`config.mk`:
```
export PLATFORM = sky130hd
export DESIGN_NAME = rtdf_packet_filter
export DESIGN_NICKNAME = d
export VERILOG_FILES = /design/src/rtl/rtdf_pkg.sv /design/src/rtl/rtdf_frame_len_calc.sv /design/src/rtl/rtdf_packet_filter.sv
export SDC_FILE = /design/constraint.sdc
export NUM_CORES = 1
export LEC_CHECK = 0
export CAP_MARGIN = 40
export CORE_UTILIZATION = 45
export CTS_BUF_LIST = sky130_fd_sc_hd__clkbuf_8
export DETAILED_ROUTE_END_ITERATION = 16
export PLACE_DENSITY = 0.67
export SKIP_LAST_GASP = 1
export SLEW_MARGIN = 10
export SYNTH_ARGS = -nofsm -noshare
export SYNTH_HDL_FRONTEND = slang
export SYNTH_SLANG_ARGS = --single-unit
export TNS_END_PERCENT = 50
```
`constraint.sdc`:
```
create_clock -name clk_rx -period 4.3 [get_ports clk_rx]
set_input_delay 1.29 -clock clk_rx [delete_from_list [all_inputs] [get_ports clk_rx]]
set_output_delay 1.29 -clock clk_rx [all_outputs]
set_load 0.005 [all_outputs]
```
`src/rtl/rtdf_pkg.sv`:
```
// Shared types and constants for the RTDF receive packet filter.
package rtdf_pkg;

  typedef enum logic [2:0] {
    LENGTH  = 3'd0,
    HEADER  = 3'd1,
    SEQ     = 3'd2,
    DATA    = 3'd3,
    DISCARD = 3'd4
  } rtdf_state_e;

  localparam int HDR_WORDS     = 7;
  localparam int ETH_HDR_BYTES = 14;
  localparam int CRC_BYTES     = 4;
  localparam int SEQ_BYTES     = 2;

  localparam logic [15:0] DEFAULT_ETHERTYPE = 16'h88B5;

  // Wire-order 16-bit word idx (0..2) of a MAC address, byte 0 = mac[47:40] in bits [7:0].
  function automatic logic [15:0] mac_wire_word(input logic [47:0] mac, input logic [1:0] idx);
    case (idx)
      2'd0:    return {mac[39:32], mac[47:40]};
      2'd1:    return {mac[23:16], mac[31:24]};
      default: return {mac[7:0], mac[15:8]};
    endcase
  endfunction

endpackage

```
`src/rtl/rtdf_frame_len_calc.sv`:
```
// Frame length arithmetic: word count, payload size and runt test for one length word.
module rtdf_frame_len_calc
  import rtdf_pkg::*;
#(
  parameter int LEN_WIDTH  = 12,
  parameter int CRC_ENABLE = 1,
  parameter int SEQ_ENABLE = 1
) (
  input  logic [LEN_WIDTH-1:0] len,
  output logic [LEN_WIDTH-1:0] frame_words,
  output logic [LEN_WIDTH-1:0] payload_words,
  output logic                 payload_odd,
  output logic                 runt
);

  localparam int OVH = ETH_HDR_BYTES + CRC_BYTES * CRC_ENABLE + SEQ_BYTES * SEQ_ENABLE;
  localparam logic [LEN_WIDTH-1:0] OVH_W = LEN_WIDTH'(OVH);

  logic [LEN_WIDTH-1:0] pay_bytes;

  always_comb begin
    runt          = (len < OVH_W);
    pay_bytes     = runt ? '0 : (len - OVH_W);
    frame_words   = {1'b0, len[LEN_WIDTH-1:1]} + LEN_WIDTH'(len[0]);
    payload_words = {1'b0, pay_bytes[LEN_WIDTH-1:1]} + LEN_WIDTH'(pay_bytes[0]);
    payload_odd   = pay_bytes[0];
  end

endmodule

```
`src/rtl/rtdf_packet_filter.sv`:
```
// Parses length-prefixed Ethernet frames from a show-ahead RX FIFO, filters by
// EtherType/destination, checks sequence numbers and forwards payload words.
module rtdf_packet_filter
  import rtdf_pkg::*;
#(
  parameter logic [15:0] ETHERTYPE     = DEFAULT_ETHERTYPE,
  parameter int          CRC_ENABLE    = 1,
  parameter int          MAC_FILTER_EN = 0,
  parameter logic [47:0] MAC_ADDR      = 48'h0,
  parameter int          SEQ_ENABLE    = 1,
  parameter int          LEN_WIDTH     = 12
) (
  input  logic        clk_rx,
  input  logic        reset,
  input  logic [15:0] in_data,
  input  logic        in_empty,
  output logic        in_rd_req,
  output logic [15:0] out_data,
  output logic        out_valid,
  input  logic        out_ready,
  output logic        out_first,
  output logic        out_last,
  output logic        out_odd,
  output logic [15:0] packet_count,
  output logic [15:0] good_packet_count,
  output logic [15:0] seq_error_count,
  output logic [15:0] runt_count,
  output logic [2:0]  dbg_state
);

  rtdf_state_e          state;
  logic [LEN_WIDTH-1:0] words_left;
  logic [LEN_WIDTH-1:0] pay_left;
  logic                 pay_odd;
  logic                 first_pend;
  logic                 dst_is_mac;
  logic                 dst_is_bcast;
  logic                 seen_good;
  logic [2:0]           hdr_idx;
  logic [15:0]          seq_expected;

  logic [LEN_WIDTH-1:0] frame_words;
  logic [LEN_WIDTH-1:0] payload_words;
  logic                 payload_odd;
  logic                 runt;

  logic                 consume;
  logic                 words_last;
  logic [15:0]          rx_swapped;
  logic                 frame_drop;

  rtdf_frame_len_calc #(
    .LEN_WIDTH  (LEN_WIDTH),
    .CRC_ENABLE (CRC_ENABLE),
    .SEQ_ENABLE (SEQ_ENABLE)
  ) u_len_calc (
    .len           (in_data[LEN_WIDTH-1:0]),
    .frame_words   (frame_words),
    .payload_words (payload_words),
    .payload_odd   (payload_odd),
    .runt          (runt)
  );

  // Input side: a word moves when in_rd_req && !in_empty. Output side: a word moves
  // when out_valid && out_ready; in DATA a new word is only pulled when the output
  // register is empty or draining this cycle, so held outputs never get overwritten.
  always_comb begin
    if (state == DATA) in_rd_req = !in_empty && (!out_valid || out_ready);
    else               in_rd_req = !in_empty;
  end

  assign consume    = in_rd_req;
  assign words_last = (words_left == LEN_WIDTH'(1));
  assign rx_swapped = {in_data[7:0], in_data[15:8]};
  assign frame_drop = (rx_swapped != ETHERTYPE) ||
                      ((MAC_FILTER_EN != 0) && !dst_is_mac && !dst_is_bcast);
  assign dbg_state  = state;

  always_ff @(posedge clk_rx) begin
    if (reset) begin
      state             <= LENGTH;
      words_left        <= '0;
      pay_left          <= '0;
      pay_odd           <= 1'b0;
      first_pend        <= 1'b0;
      dst_is_mac        <= 1'b0;
      dst_is_bcast      <= 1'b0;
      seen_good         <= 1'b0;
      hdr_idx           <= '0;
      seq_expected      <= '0;
      out_data          <= '0;
      out_valid         <= 1'b0;
      out_first         <= 1'b0;
      out_last          <= 1'b0;
      out_odd           <= 1'b0;
      packet_count      <= '0;
      good_packet_count <= '0;
      seq_error_count   <= '0;
      runt_count        <= '0;
    end else begin
      if (out_valid && out_ready) out_valid <= 1'b0;
      if (consume) begin
        case (state)
          LENGTH: begin
            if (frame_words != '0) begin
              words_left   <= frame_words;
              pay_left     <= payload_words;
              pay_odd      <= payload_odd;
              first_pend   <= 1'b1;
              hdr_idx      <= '0;
              dst_is_mac   <= 1'b1;
              dst_is_bcast <= 1'b1;
              if (runt) begin
                runt_count <= runt_count + 16'd1;
                state      <= DISCARD;
              end else begin
                packet_count <= packet_count + 16'd1;
                state        <= HEADER;
              end
            end
          end
          HEADER: begin
            words_left <= words_left - LEN_WIDTH'(1);
            hdr_idx    <= hdr_idx + 3'd1;
            if (hdr_idx < 3'd3) begin
              dst_is_mac   <= dst_is_mac && (in_data == mac_wire_word(MAC_ADDR, hdr_idx[1:0]));
              dst_is_bcast <= dst_is_bcast && (in_data == 16'hFFFF);
            end
            if (hdr_idx == 3'(HDR_WORDS - 1)) begin
              if (frame_drop) begin
                state <= words_last ? LENGTH : DISCARD;
              end else begin
                good_packet_count <= good_packet_count + 16'd1;
                if (SEQ_ENABLE != 0)      state <= SEQ;
                else if (pay_left == '0)  state <= words_last ? LENGTH : DISCARD;
                else                      state <= DATA;
              end
            end
          end
          SEQ: begin
            words_left <= words_left - LEN_WIDTH'(1);
            if (seen_good && (rx_swapped != seq_expected))
              seq_error_count <= seq_error_count + 16'd1;
            seq_expected <= rx_swapped + 16'd1;
            seen_good    <= 1'b1;
            if (pay_left == '0) state <= words_last ? LENGTH : DISCARD;
            else                state <= DATA;
          end
          DATA: begin
            words_left <= words_left - LEN_WIDTH'(1);
            pay_left   <= pay_left - LEN_WIDTH'(1);
            first_pend <= 1'b0;
            out_data   <= in_data;
            out_valid  <= 1'b1;
            out_first  <= first_pend;
            out_last   <= (pay_left == LEN_WIDTH'(1));
            out_odd    <= (pay_left == LEN_WIDTH'(1)) && pay_odd;
            if (pay_left == LEN_WIDTH'(1)) state <= words_last ? LENGTH : DISCARD;
          end
          DISCARD: begin
            words_left <= words_left - LEN_WIDTH'(1);
            if (words_last) state <= LENGTH;
          end
          default: state <= LENGTH;
        endcase
      end
    end
  end

endmodule

```
==> impl_metrics.toml, run 1 <==
[global_route]
aggregate_global_route_resource_usage = 0.234
antenna_violations_before_repair = 0
grt_pass1_wl_um = 33400
grt_overflow = 0
grt_max_degree = 52
first_global_vias = 6440

[layout]
layout-drive-gt1-share = 0.111
utilization = 0.577
nNetsFinal = 1116
syn_to_final_growth_pct = 24.0
antenna-diode-count = 0

[drt]
totalWireLength_um = 20500
remaining_drc_errors = 0
drt_iter0_drc = 381
post_drt_wl_per_cell_um = 15.7
firstDrtPassIters = 5
vias = 7234
drt.antenna.violating_nets = 0
vias_per_cell = 5.53

[worst_setup_path]
endpoint_kind = "output pin"
regToRegSetupSlack_ps = 1600
worst_path_largest_cell_delay_ps = 460
critPathMostFrequentCell = "sky130_fd_sc_hd__clkdlybuf4s50_1"
worst_ep_arrival_time_ps = 2620
path_max_fanout = 4
rr_startpoint = "dbg_state[0]$_SDFFE_PP0P_"
critical_path.slowest_cell = "sky130_fd_sc_hd__clkdlybuf4s50_1"
cp_cell_sequence = "clkdlybuf4s50_1 > nor2b_1 > a21oi_4 > clkdlybuf4s50_1"
required_time_worst_endpoint_ps = 3010
rr_worst_depth = 7
startpoint = "out_ready"
worst_setup_path_start_kind = "input port"
path_class = "input port to output pin"

[sta]
post-route-min-period_ps = 3910
report.final.setup_viol = 0
fmax_mhz = 256
worst_slew_margin_rel = 0.480
worst_hold_slack_ps = 452
fin_hold_viols = 0
maxSlewViolCount = 0
worstMarginPinSlew_ps = 773
fin_crit_sh = 0.910
rsz0062_at_grt = "no"
clock-skew-final_ps = 12.2
timing.setup.tns_ps = 0

[clock_network]
cts_made_buffers = 17
clock_sinks = 133
postCtsHoldBufs = 0
cts_resized = 0
root_buffer = "sky130_fd_sc_hd__clkbuf_8"
clock_insertion_delay_worst_skew_ps = 470
cts.reportedPaths.clkPinSlew_ps = 80
cts_max_path_buffers = 2
cts_setup_buffers = 0
clock_tree.htree_level_count = 4
tritoncts = "done"

[synthesis]
postSynth.asyncResetShare = 0
synthesis.instances = 965
synth-edff-count = 0
yosys.area.top_type = "sky130_fd_sc_hd__dfxtp_1"
synth_top_cells_by_area = "sky130_fd_sc_hd__dfxtp_1 (34%), sky130_fd_sc_hd__xnor2_1 (7.8%), sky130_fd_sc_hd__nor2_1 (5.8%)"
yosysTopAreaCellShare = 0.342
net_count_after_synthesis = 1007
seq_total_area_yosys = 0.342
synth_top_flop_cell = "sky130_fd_sc_hd__dfxtp_1"
synth.cell_area_sq_mm = 0.00778
yosys.cell_types.count = 73
ys_seq_elements = 133
syn_avg_cell_area_sq_um = 8.06
ys_warn_count = 0

[run]
number_of_max_cap_violations = 0

[floorplanning]
fp.coreArea_sq_mm = 0.0167
die_area_sq_mm = 0.0178
row_count = 47
fp.dieH_um = 133
io_pins = 108
die-width_um = 133
initial_core_util = 0.466

[place]
place.gp.congestion = 0.866
detailedPlacementHpwl_um = 14400
io_buffers = 107

[pwr]
leakage_nw = 3.32
pwr_cell_area_mw_per_mm2 = 310
ir_drop_worst_case_vdd_mv = 0.200

[worst_hold_path]
cells_on_worst_hold_path = 2
hold_path.class = "flip-flop to flip-flop"
hp-start = "out_odd$_SDFFE_PP0P_"

[outcome]
status = "complete, no violations"
cell families (layout without fill, tap and decap cells):
kind of cell    after synthesis  count (layout)  synth area share
xor+xnor                    102             102             0.115
buf+inv                      92             214            0.0531
flops                       133             133             0.342
simple gates                422             422             0.291
compound gates              185             185             0.151
mux                           6               6           0.00788
fa+ha+maj                    25              25            0.0392
synth_stat cells, types with 13 or more instances:
cell and n:
sky130_fd_sc_hd__nor2_1 121, sky130_fd_sc_hd__nor3_1 31, sky130_fd_sc_hd__clkbuf_1 42, sky130_fd_sc_hd__nand4_1 16, sky130_fd_sc_hd__nor4_2 13, sky130_fd_sc_hd__nand2_1 98, sky130_fd_sc_hd__xor2_1 33, sky130_fd_sc_hd__a21oi_1 67
sky130_fd_sc_hd__xnor2_1 69, sky130_fd_sc_hd__or3_1 15, sky130_fd_sc_hd__nand3_1 34, sky130_fd_sc_hd__a211oi_1 14, sky130_fd_sc_hd__o21ai_0 32, sky130_fd_sc_hd__ha_1 22, sky130_fd_sc_hd__inv_1 29, sky130_fd_sc_hd__dfxtp_1 133
sky130_fd_sc_hd__nor4_1 13
sequential cells by signal, summed over array words and instances (netlist names):
signal / cells
packet_count: 16
out_last: 1
dbg_state: 3
first_pend: 1
words_left: 12
runt_count: 16
good_packet_count: 16
out_data: 16
pay_left: 12
pay_odd: 1
hdr_idx: 3
out_first: 1
seq_error_count: 16
out_valid: 1
seq_expected: 16
out_odd: 1
seen_good: 1
power by group:
group	leakage (nW)	switching (W)	internal (W)	total (W)
sequential	1.08	0.0000392	0.00126	0.00130
clock	0.215	0.000562	0.000607	0.00117
combinational	2.03	0.000312	0.000207	0.000519
total	3.32	0.000914	0.00208	0.00299
metrics by stage:
stage | area, sq um | power (W) | instances | setup WS [ps]
detailed placement | 9210 | 0.00184 | 1275 | 79.2
finish | 9640 | 0.00299 | 1307 | 386
floorplan | 7780 | 0.00169 | 965 | 40.9
global placement | 9210 | 0.00185 | 1275 | 123
CTS | 9640 | 0.00301 | 1307 | 370
global route | 9640 | 0.00313 | 1307 | 117
cells in the final DEF (no fill, tap or decap), types with 32 or more instances in the layout:
cell type,netlist,layout
sky130_fd_sc_hd__xnor2_1,69,69
sky130_fd_sc_hd__clkdlybuf4s50_1,0,106
sky130_fd_sc_hd__a21oi_1,67,67
sky130_fd_sc_hd__xor2_1,33,33
sky130_fd_sc_hd__nor2_1,121,120
sky130_fd_sc_hd__dfxtp_1,133,133
sky130_fd_sc_hd__buf_4,4,45
sky130_fd_sc_hd__nand3_1,34,34
sky130_fd_sc_hd__o21ai_0,32,32
sky130_fd_sc_hd__nand2_1,98,98
worst max-delay path, delay by kind of cell:
family / cells / cell delay [ps]
buffers and inverters: 2 / 860
and+or+nand+nor: 1 / 350
AOI/OAI and AO/OA: 1 / 120
final timing paths:
| check | to |
|---|---|
| min reg2reg | out_odd$_SDFFE_PP0P_ |
| max reg2reg | words_left[8]$_SDFFE_PP0P_ |
| min | out_odd$_SDFFE_PP0P_ |
| max | in_rd_req |
routing by layer:
metal / global-route usage / up-vias / wire length (um)
met5: 0 / - / 0
met4: 0.0814 / 0 / 388
met3: 0.0434 / 31 / 977
met2: 0.362 / 172 / 9320
met1: 0.325 / 3426 / 9790
li1: - / 3605 / -
area by class of cell:
class / instances / area [sq um]
fill: 1561 / 7060
multi-input combinational: 740 / 4720
sequential: 133 / 2660
timing repair buffer: 153 / 1440
tap: 220 / 275
clock buffer: 18 / 248
clock inverter: 14 / 189
inverter: 29 / 109
(Power assumes the default switching activity.)
==> inputs of run 2 (changes only) <==
clock period = 3.3 ns   (was 4.3 ns; I/O delays follow)
==> run 2 against run 1 <==
Against the previous run: the flow now finishes with violations (setup timing); largest power group unchanged; worst setup slack worse by 400 ps; register-to-register slack lost 750 ps; routed wire length rose by 7.9%; critical path type unchanged; non-clock buffer count increased by 79; final area grew 8.4%.
==> impl_metrics.toml, run 2 (synthesis results as in run 1) <==
[global_route]
grt_max_degree = 41
globalRoute.busiestLayer = "met2"
grt_overflow = 0
grt_pass1_wl_um = 35700
antenna_violations_before_repair = 0
aggregate_global_route_resource_usage = 0.250
grtUsageMet3 = 0.0438
met1_global_route_usage = 0.329
grt_use_met2 = 0.412
first_global_vias = 7008

[pwr]
total_switching_power_w = 0.00130
switching_share = 0.335
leakage_nw = 3.80
pwr_cell_area_mw_per_mm2 = 372
sequentialPowerShare = 0.438
clock_group_share_of_total_power = 0.349
power.internal_w = 0.00258
power.combinational.fraction = 0.213
ir_drop_worst_case_vdd_mv = 0.260

[drt]
vias_per_cell = 5.44
remaining_drc_errors = 0
vias = 7545
totalWireLength_um = 22100
drt_iter0_drc = 481
firstDrtPassIters = 5
drt.antenna.violating_nets = 0
post_drt_wl_per_cell_um = 15.9

[layout]
most-common-layout-cells = "sky130_fd_sc_hd__dfxtp_1 (133), sky130_fd_sc_hd__buf_4 (119), sky130_fd_sc_hd__nor2_1 (118), sky130_fd_sc_hd__clkdlybuf4s50_1 (102), sky130_fd_sc_hd__nand2_1 (97)"
syn_to_final_growth_pct = 34.3
nNetsFinal = 1195
layout_commonest_cell = "sky130_fd_sc_hd__dfxtp_1"
layout-drive-gt1-share = 0.195
antenna-diode-count = 0

[clock_network]
cts_max_path_buffers = 2
clock_tree.htree_level_count = 4
clock_sinks = 133
postCtsHoldBufs = 0
clock_insertion_delay_worst_skew_ps = 460
cts_made_buffers = 17
cts.reportedPaths.clkPinSlew_ps = 80
tritoncts = "done"
root_buffer = "sky130_fd_sc_hd__clkbuf_8"

[floorplanning]
die-width_um = 133
fp.dieH_um = 133
initial_core_util = 0.466
io_pins = 108
die_area_sq_mm = 0.0178
fp.coreArea_sq_mm = 0.0167
row_count = 47

[worst_setup_path]
endpoint_kind = "output pin"
worst_ep_arrival_time_ps = 2320
path_class = "input port to output pin"
worst_path_largest_cell_delay_ps = 480
required_time_worst_endpoint_ps = 2310
path_max_fanout = 4
critical_path.slowest_cell = "sky130_fd_sc_hd__clkdlybuf4s50_1"
critPathMostFrequentCell = "sky130_fd_sc_hd__clkdlybuf4s50_1"
cp_cell_sequence = "clkdlybuf4s50_1 > nor2b_2 > a21oi_4 > clkdlybuf4s50_1"
worst_setup_path_start_kind = "input port"

[sta]
fmax_mhz = 302
fin_crit_sh = 1.00
clock-skew-final_ps = 12.8
maxSlewViolCount = 0
post-route-min-period_ps = 3310
layout_setup_ws_ps = -9.93
worst_slew_margin_rel = 0.484
worst_hold_slack_ps = 457
timing.setup.tns_ps = -9.93
fin_hold_viols = 0
report.final.setup_viol = 1
rsz0062_at_grt = "yes"
worstMarginPinSlew_ps = 767

[worst_hold_path]
hold_path.class = "flip-flop to flip-flop"

[place]
io_buffers = 107
detailedPlacementHpwl_um = 15700
place.gp.congestion = 0.890

[outcome]
status = "finished, violations left"
violations = "setup timing"

[run]
number_of_max_cap_violations = 0
==> run 2: worst paths after layout <==
kind | from | endpoint | slack (ps) | cells past startpoint
worst min register to register | out_data[5]$_SDFFE_PP0P_ | out_data[5]$_SDFFE_PP0P_ | 460 | 2
worst max register to register | dbg_state[0]$_SDFFE_PP0P_ | pay_left[11]$_SDFFE_PP0P_ | 850 | 7
worst min-delay path | out_data[5]$_SDFFE_PP0P_ | out_data[5]$_SDFFE_PP0P_ | 460 | 2
worst max-delay path | out_ready | in_rd_req | -10 | 4
==> run 2: worst max-delay path: cells and delay by family <==
family / cells / cell delay, ps
buf+inv: 2 / 920
simple gates: 1 / 300
compound gates: 1 / 110
==> run 2: layout make-up <==
type	instances	area, sq um
fill	1504	6250
multi-input combinational	740	4920
sequential	133	2660
timing repair buffer	232	2090
tap	220	275
clock buffer	17	234
clock inverter	15	151
inverter	29	111
==> run 2: metal layers <==
layer,part of all wire,vias up
li1,-,3759
met2,0.48,218
met5,0,-
met4,0.018,0
met3,0.053,36
met1,0.45,3532
==> run 2: power groups by stage <==
stage | Sequential, W | Clock [W] | Combinational [W]
CTS | 0.00170 | 0.00138 | 0.000781
global placement | 0.00173 | 0 | 0.000768
global route | 0.00171 | 0.00145 | 0.000904
floorplan | 0.00172 | 0 | 0.000506
detailed placement | 0.00174 | 0 | 0.000774
finish | 0.00170 | 0.00136 | 0.000828
==> run 2: repair_timing <==
action,in CTS,in global routing
buffers inserted,0,4
pin swaps,1,10
setup endpoints to repair,16,60
cloned,0,3
resized for setup,2,21
==> run 2: stage by stage <==
stage                     total power [W]  std cells  setup slack [ps]   util  instance area (sq um)
final                             0.00388       1386             -9.93  0.626                  10400
after global routing              0.00407       1386             -52.6  0.626                  10400
after CTS                         0.00386       1379             -7.08  0.614                  10300
after detailed placement          0.00251       1347              -560  0.591                   9870
after global placement            0.00250       1347              -494  0.591                   9870
after floorplan                   0.00223        965              -158      -                   7930
